===== src/rtl/note_player_pkg.sv =====
// ---------------------------------------------------------------------------
// note_player_pkg
//   Shared definitions for the note player: the FSM state type and its
//   fixed 3-bit encodings, used by the controller, the note sequencer and
//   the test bench.
// ---------------------------------------------------------------------------
package note_player_pkg;

    typedef enum logic [2:0] {
        ST_IDLE      = 3'd0,
        ST_LOAD_HIGH = 3'd1,
        ST_WAIT_HIGH = 3'd2,
        ST_LOAD_LOW  = 3'd3,
        ST_WAIT_LOW  = 3'd4
    } state_t;

endpackage : note_player_pkg


===== src/rtl/note_player_down_counter.sv =====
// ---------------------------------------------------------------------------
// note_player_down_counter
//   Loadable down-counter with a zero flag. A load has priority over a
//   decrement. A decrement at zero is ignored, so the counter never wraps.
//
//   Ports:
//     clk        - clock, rising edge
//     rst        - synchronous active-high reset (value -> 0)
//     load       - load load_value on the next edge
//     load_value - value to load
//     dec        - decrement by one on the next edge (if nonzero)
//     value      - current count
//     zero       - high when value == 0
// ---------------------------------------------------------------------------
module note_player_down_counter #(
    parameter int p_nbits = 8
) (
    input  logic               clk,
    input  logic               rst,
    input  logic               load,
    input  logic [p_nbits-1:0] load_value,
    input  logic               dec,
    output logic [p_nbits-1:0] value,
    output logic               zero
);

    assign zero = (value == '0);

    // NOTE: clocked state uses non-blocking (<=) so every register samples
    // pre-edge values; blocking here would create order-dependent races.
    always_ff @(posedge clk) begin
        if (rst) begin
            value <= '0;
        end else if (load) begin
            value <= load_value;
        end else if (dec && !zero) begin
            value <= value - 1'b1;
        end
    end

endmodule : note_player_down_counter


===== src/rtl/note_player_duty_ctrl.sv =====
// ---------------------------------------------------------------------------
// note_player_duty_ctrl
//   Square-wave note generator with independently programmable high and low
//   phase lengths, repeated for a programmed number of periods. A start /
//   stop / done handshake lets a sequencer chain notes back to back.
//
//   High phase = high_len + 2 cycles, low phase = low_len + 2 cycles,
//   busy time = dur * (high_len + low_len + 4) cycles.
//
//   Ports:
//     clk      - clock, rising edge
//     rst      - synchronous active-high reset
//     start    - begin a note (sampled in IDLE only)
//     stop     - abort the current note (honoured outside IDLE)
//     high_len - high phase parameter
//     low_len  - low phase parameter
//     dur      - number of full periods; 0 completes immediately
//     note     - square-wave output
//     busy     - high whenever not IDLE
//     done     - single-cycle completion pulse (combinational)
//     state    - current FSM state, for debug
// ---------------------------------------------------------------------------
module note_player_duty_ctrl
    import note_player_pkg::*;
#(
    parameter int p_len_nbits = 8,
    parameter int p_dur_nbits = 16
) (
    input  logic                   clk,
    input  logic                   rst,
    input  logic                   start,
    input  logic                   stop,
    input  logic [p_len_nbits-1:0] high_len,
    input  logic [p_len_nbits-1:0] low_len,
    input  logic [p_dur_nbits-1:0] dur,
    output logic                   note,
    output logic                   busy,
    output logic                   done,
    output logic [2:0]             state
);

    state_t state_q;
    state_t state_d;

    logic [p_len_nbits-1:0] hi_r;
    logic [p_len_nbits-1:0] lo_r;

    logic                   cnt_load;
    logic [p_len_nbits-1:0] cnt_load_value;
    logic                   cnt_dec;
    logic [p_len_nbits-1:0] cnt_value;
    logic                   cnt_zero;

    logic                   rem_load;
    logic                   rem_dec;
    logic [p_dur_nbits-1:0] rem_value;
    logic                   rem_zero;

    logic                   latch_ops;
    logic                   done_raw;

    // Phase down-counter: reloaded at the start of each phase.
    note_player_down_counter #(.p_nbits(p_len_nbits)) u_cnt (
        .clk        (clk),
        .rst        (rst),
        .load       (cnt_load),
        .load_value (cnt_load_value),
        .dec        (cnt_dec),
        .value      (cnt_value),
        .zero       (cnt_zero)
    );

    // Periods-remaining counter: loaded with dur on an accepted start.
    note_player_down_counter #(.p_nbits(p_dur_nbits)) u_rem (
        .clk        (clk),
        .rst        (rst),
        .load       (rem_load),
        .load_value (dur),
        .dec        (rem_dec),
        .value      (rem_value),
        .zero       (rem_zero)
    );

    always_ff @(posedge clk) begin
        if (rst) begin
            state_q <= ST_IDLE;
            hi_r    <= '0;
            lo_r    <= '0;
        end else begin
            state_q <= state_d;
            if (latch_ops) begin
                hi_r <= high_len;
                lo_r <= low_len;
            end
        end
    end

    always_comb begin
        // NOTE: every output of this block gets a default first so no path
        // leaves one unassigned -- that is what would infer a latch.
        state_d        = state_q;
        note           = 1'b0;
        busy           = 1'b0;
        done_raw       = 1'b0;
        latch_ops      = 1'b0;
        cnt_load       = 1'b0;
        cnt_load_value = '0;
        cnt_dec        = 1'b0;
        rem_load       = 1'b0;
        rem_dec        = 1'b0;

        case (state_q)
            ST_IDLE: begin
                if (start) begin
                    if (dur != '0) begin
                        latch_ops = 1'b1;
                        rem_load  = 1'b1;
                        state_d   = ST_LOAD_HIGH;
                    end else begin
                        // Zero-length note completes in the request cycle.
                        done_raw = 1'b1;
                    end
                end
            end
            ST_LOAD_HIGH: begin
                note           = 1'b1;
                busy           = 1'b1;
                cnt_load       = 1'b1;
                cnt_load_value = hi_r;
                state_d        = ST_WAIT_HIGH;
            end
            ST_WAIT_HIGH: begin
                note = 1'b1;
                busy = 1'b1;
                if (cnt_zero) state_d = ST_LOAD_LOW;
                else          cnt_dec = 1'b1;
            end
            ST_LOAD_LOW: begin
                busy           = 1'b1;
                cnt_load       = 1'b1;
                cnt_load_value = lo_r;
                state_d        = ST_WAIT_LOW;
            end
            ST_WAIT_LOW: begin
                busy = 1'b1;
                if (cnt_zero) begin
                    if (rem_value == p_dur_nbits'(1) || rem_zero) begin
                        done_raw = 1'b1;
                        state_d  = ST_IDLE;
                    end else begin
                        rem_dec = 1'b1;
                        state_d = ST_LOAD_HIGH;
                    end
                end else begin
                    cnt_dec = 1'b1;
                end
            end
            default: begin
                // Illegal encodings: all outputs stay 0, recover to IDLE.
                state_d = ST_IDLE;
            end
        endcase

        // Abort outranks the normal transition and suppresses done.
        if (stop && state_q != ST_IDLE) begin
            state_d  = ST_IDLE;
            done_raw = 1'b0;
            cnt_load = 1'b0;
            cnt_dec  = 1'b0;
            rem_dec  = 1'b0;
        end
    end

    // Reset also masks the Mealy done path so outputs read their reset values.
    assign done  = done_raw && !rst;
    assign state = state_q;

endmodule : note_player_duty_ctrl


===== config.mk =====
export PLATFORM = sky130hd
export DESIGN_NAME = note_player_duty_ctrl
export DESIGN_NICKNAME = d
export VERILOG_FILES = /design/src/rtl/note_player_pkg.sv /design/src/rtl/note_player_down_counter.sv /design/src/rtl/note_player_duty_ctrl.sv
export SDC_FILE = /design/constraint.sdc
export NUM_CORES = 1
export LEC_CHECK = 0
export CORE_ASPECT_RATIO = 1.75
export CORE_MARGIN = 2
export CORE_UTILIZATION = 54
export CTS_BUF_LIST = sky130_fd_sc_hd__clkbuf_8 sky130_fd_sc_hd__clkbuf_16
export DETAILED_ROUTE_END_ITERATION = 6
export GPL_TIMING_DRIVEN = 0
export PLACE_DENSITY = 0.9
export SYNTH_ARGS = -nofsm -noshare
export SYNTH_HDL_FRONTEND = slang
export SYNTH_HIERARCHICAL = 1
export SYNTH_SLANG_ARGS = --single-unit

===== constraint.sdc =====
create_clock -name clk -period 4 [get_ports clk]
set_input_delay 1 -clock clk [delete_from_list [all_inputs] [get_ports clk]]
set_output_delay 1 -clock clk [all_outputs]
set_load 0.05 [all_outputs]

Word level (Yosys, flattened, before mapping)
Cells that the tools add are included.

operators by class
  add/sub/neg operators = 2
  equal/unequal tests = 9
  multiplexer cells = 31
  reductions and logical operators = 21

operator list
  operator                 count
  $mux W16                 2
  $mux W1                  20
  $eq A16 B1 Y1 const B    1
  $logic_not A16 Y1        1
  $mux W8                  2
  $pmux W8 S2              1
  $reduce_bool A16 Y1      1
  $sub A16 B1 Y16 const B  1
  $pmux W3 S5              1
  $mux W3                  4
  $logic_not A8 Y1         1
  $reduce_or A2 Y1         4
  $sub A8 B1 Y8 const B    1
  $eq A3 B2 Y1 const B     2
  $logic_and A1 B1 Y1      4
  $ne A2 B1 Y1 const B     2
  $ne A2 B2 Y1 const B     2
  $reduce_and A4 Y1        1
  $reduce_bool A2 Y1       2
  $reduce_or A4 Y1         1
  $eq A3 B1 Y1 const B     1
  $eq A3 B3 Y1 const B     1
  $logic_not A1 Y1         3
  $logic_not A3 Y1         1
  3 further kinds          3

storage, ports and cells
  flip-flop bits (word level) = 43
  input port bits = 36
  output and inout bits = 6

Longest topological paths before layout
  depth after elaboration = 9
  mapped depth = 12
  depth with buffers taken out = 12

Cells and area by module
Netlist, hierarchy kept.

modules (own cells, without submodules)
  module                             instances  cells each  area an instance (um2)  sequential area each (um2)
  note_player_duty_ctrl              1          130         1184.9                  380.4
  note_player_down_counter at u_rem  1          114         944.7                   320.3
  note_player_down_counter at u_cnt  1          59          515.5                   160.2

Least setup slack after synthesis
Ideal clock, no wire load.

  kind = register to output
  from = register u_cnt.value[2]
  to = output port done
  data arrival time = 2015 ps
  required time = 3000 ps
  path slack = 985 ps
  stages on the path, launching flop included = 6
  path buffers = 0
  cell sequence = dfxtp_1 or4_4 nor4_1 nand2_1 o22ai_1 and2_1

on the way
  longest elaborated chain between the ends = 5

RTL lines
  what                    RTL line                        text
  from (decl)             note_player_down_counter.sv:23  output logic [p_nbits-1:0] value,
  from (signal assigned)  note_player_down_counter.sv:35  value <= load_value;
  from (signal assigned)  note_player_down_counter.sv:37  value <= value - 1'b1;
  $logic_not A8 Y1        note_player_down_counter.sv:27  assign zero = (value == '0);
  net cnt_zero            note_player_duty_ctrl.sv:52     logic cnt_zero;
  $mux W1                 note_player_duty_ctrl.sv:146    if (cnt_zero) begin
  $pmux W1 S2             note_player_duty_ctrl.sv:112    case (state_q)
  $mux W1                 note_player_duty_ctrl.sv:165    if (stop && state_q != ST_IDLE) begin
  $logic_and A1 B1 Y1     note_player_duty_ctrl.sv:175    assign done = done_raw && !rst;
  to (decl)               note_player_duty_ctrl.sv:38     output logic done,

The timed path passes the listed nets, and every way through them passes these cells.

Worst setup path in the final report
  from = input port dur[1]
  to = output port done

on the way
  longest elaborated chain between the ends = 6

RTL lines
  what                 RTL line                      text
  from (decl)          note_player_duty_ctrl.sv:35   input logic [p_dur_nbits-1:0] dur,
  $reduce_bool A16 Y1  note_player_duty_ctrl.sv:115  if (dur != '0) begin
  $mux W1              note_player_duty_ctrl.sv:115
  $mux W1              note_player_duty_ctrl.sv:114  if (start) begin
  $pmux W1 S2          note_player_duty_ctrl.sv:112
  $mux W1              note_player_duty_ctrl.sv:165
  $logic_and A1 B1 Y1  note_player_duty_ctrl.sv:175

No other way between the ends.

==> metrics.md <==
| Metric | Value |
|---|---|
| Status | complete, no violations |
| Number of synthesized flops with an enable pin | 0 |
| Cell Pwr Density | between 300 and 400 nW/um^2 |
| Crit path to | done |
| Largest fanout on the critical path | 3 |
| Clock sinks | 43 |
| Seq/Total Area, Yosys | between 30 and 40% |
| DRC | 0 |
| Synth Register Bits | between 40 and 50 |
| Critical-path top delay cell | clkdlybuf4s15_1 |
| Post-Route WL | between 6000 and 7000 um |
| Core ar. | between 4000 and 5000 sq um |
| Number of distinct library cells after synthesis | around 60 |
| Clk slew on worst S/H paths | ~0.08 ns |
| GR Overflow Total | 0 |
| Fillers | roughly 390 |
| Total power draw | 1.05 mW |
| Routed Antenna Nets | 0 |
| Finished Cell Area | between 3000 and 4000 sq um |
| Syn Std Cell Area | 2650 sq um |
| Most instantiated library cell after synthesis | dfxtp_1 |
| Worst Tran Pin Value | 1.03 ns |
| Nets | a little under 400 |
| Vias in the first global route | ~2500 |
| Initial antenna violation count | 0 |
| DR WL/cell | about 17 um |
| Cell Rows | 33 |
| Clock root buffer | clkbuf_8 |
| Layout cell share with drive strength beyond 1 | between 10% and 20% |
| CTS tree | built |
| Die width | 56.9 um |
| Vias post-DR | 2511 |
| Ports | 42 |
| Synth top area cells | dfxtp_1 33%, mux2i_1 9.8%, nand2b_1 7.8% |
| Synth warn | 6 |
| Synth top cells by count | 43 x dfxtp_1, 35 x nor2_1, 33 x nand2b_1 |
| GPL Wtd Cong | ~0.85 |
| Die ar. | around 5500 sq um |
| Dpl cell area | 3120 sq um |
| Type of origin of the critical path | primary input |
| Worst Setup SP | dur[1] |
| RR Startpoint | u_rem/value[0] |
| CTS Buf Count | 5 |
| Top FF cell, synth | dfxtp_1 |
| H-tree levels | 2 |
| Static leakage | 1.15 nW |
| Drt pass-1 iters | 4 |
| Max cap viols | 0 |
| Flop2flop setup slack | slightly below 0.8 ns |
| Number of hold-repair buffers added at the cts stage | 0 |
| Clock period minus worst slack | between 3 and 4 ns |
| R2R depth | 10 |
| Final setup vio count | 0 |
| Synthesized Nets | between 300 and 400 |
| Area leader, netlist | dfxtp_1 |
| HP Class | register to register |
| Gr usage total | a little over a quarter |
| Endpoints failing hold | 0 |
| Port bufs | ~40 |
| Gate Count Post-Synth | around 300 |
| Via-per-instance ratio | approximately 6.2 |
| Cell chain of the critical path | clkdlybuf4s50_1 > nor4_2 > nand4_1 > o22ai_1 > and2_1 > clkdlybuf4s15_1 |
| First DRT Iteration DRCs | 93 |
| Syn-to-layout area delta | 22.3% |
| Slowest cell delay on critical path | around 0.50 ns |
| Pin count of the biggest net entering global routing | 17 |
| Unrepaired setup endpoints after global routing | no |
| Async SR Flop Fraction | 0% |
| Setup CP Type | primary input to output pin |
| Starting density of the core | between 50 and 60% |
| Clk_lat worst skew | between 0.3 and 0.4 ns |
| Fin. max-slew vios | 0 |
| Die H | between 90 and 100 um |
| Worst EP arrival | roughly 2.9 ns |
| Slew headroom | 30.5% |
| Clock Skew | about 0.0084 ns |
| N_diodes | 0 |
| Fmax | between 200 and 300 MHz |
| Fin crit share | between 90% and 100% |
| Core Util, Final | around 69% |
| Avg Synthesized Cell Area | around 8.7 sq um |
| First-pass GRT wire length | around 11000 um |
| Hold path start | hi_r[3] |
| Worst path required time | about 3 ns |
| Peak VDD IR | 301 uV |
| Synth top area share | around 33% |
| Crit end category | output pin |
| Reg2reg end | u_rem/value[4] |
| Detailed Place HPWL | about 5000 um |
| CTS Buffer Depth | 2 |
## layout by cell type, fill, tap and decap left out, types with 8 or more instances in the layout
cell type | synthesis | final
nand2b_1 | 33 | 33
nor4_1 | 10 | 8
inv_1 | 9 | 10
a21oi_1 | 11 | 11
a211oi_1 | 8 | 8
clkbuf_8 | 1 | 8
clkdlybuf4s50_1 | 0 | 40
xnor2_1 | 14 | 14
mux2i_1 | 26 | 26
nand2_1 | 12 | 12
nor2_1 | 35 | 35
dfxtp_1 | 43 | 43
nor3_1 | 9 | 9
## critical path: cells and delay by family
| family | cells | cell delay [ns] |
|---|---|---|
| AOI/OAI and AO/OA | 1 | 0.20 |
| buffers and inverters | 2 | 0.95 |
| and+or+nand+nor | 3 | 0.75 |
## cell families (layout without fill, tap and decap cells)
family	Yosys count	in the layout	share of synthesized area, %
adder cells (fa/ha/maj)	3	3	1.42
flip-flops	43	43	32.5
multiplexers	26	26	9.84
AO/OA/AOI/OAI	49	49	13.7
buffers and inverters	27	76	5.77
XOR/XNOR	14	14	4.64
AND/OR/NAND/NOR	141	141	32.1
## registers in the layout, indices dropped and copies added (netlist names)
name / count
u_rem/value: 16
hi_r: 8
lo_r: 8
u_cnt/value: 8
state: 3
## worst min path at each step
| stage | end | slack, ns | cells after the start |
|---|---|---|---|
| 4_1_cts | hi_r[3] | 0.48 | 2 |
| 3_3_place_gp | hi_r[2] | 0.46 | 2 |
| 6_report | hi_r[3] | 0.48 | 2 |
| 2_1_floorplan | hi_r[4] | 0.45 | 2 |
| 3_5_place_dp | hi_r[3] | 0.46 | 2 |
| 5_1_grt | hi_r[6] | 0.49 | 2 |
## layer usage
layer  part of all wire (%)  global-route usage (%)  vias up
li1                       -                       -     1196
met1                     36                    24.8     1170
met5                      0                       0        -
met4                    5.9                    20.2        0
met2                     53                    48.8      105
met3                    5.5                    5.06       40
## report_power, final
group	leakage (nW)	internal, mW	switching [mW]	total, mW
Combinational	0.738	0.120	0.126	0.246
Sequential	0.354	0.459	0.0334	0.493
Clock	0.0557	0.155	0.154	0.309
## layout make-up
cell class              instances  area (sq um)  area share, %
well taps                      52          65.1           2.01
clock buffers                   7          96.3           2.98
repair buffers                 41           410           12.7
flip-flops and latches         43           861           26.6
multi-input cells             233          1650           50.9
plain buffers                  16           111           3.44
inverters                      11          41.3           1.28
clock inverters                 1          3.75          0.116
## repair_timing
item / 4_1_cts / 5_1_grt
hold endpoints to repair: 0 / 0
resized for setup: 1 / 4
buffers inserted: 0 / 0
setup endpoints to repair: 1 / 1
pin swaps: 0 / 0
## per-stage QoR
step | setup TNS, ns | std cells | hold slack [ns] | setup WS, ns
after floorplan | 0 | 303 | 0.448 | 0.985
after global placement | -0.185 | 396 | 0.457 | -0.185
after detailed placement | -0.196 | 396 | 0.461 | -0.196
after CTS | 0 | 404 | 0.481 | 0.0658
after global routing | 0 | 404 | 0.493 | 0.00234
final | 0 | 404 | 0.479 | 0.0990
(Power assumes the default switching activity.)
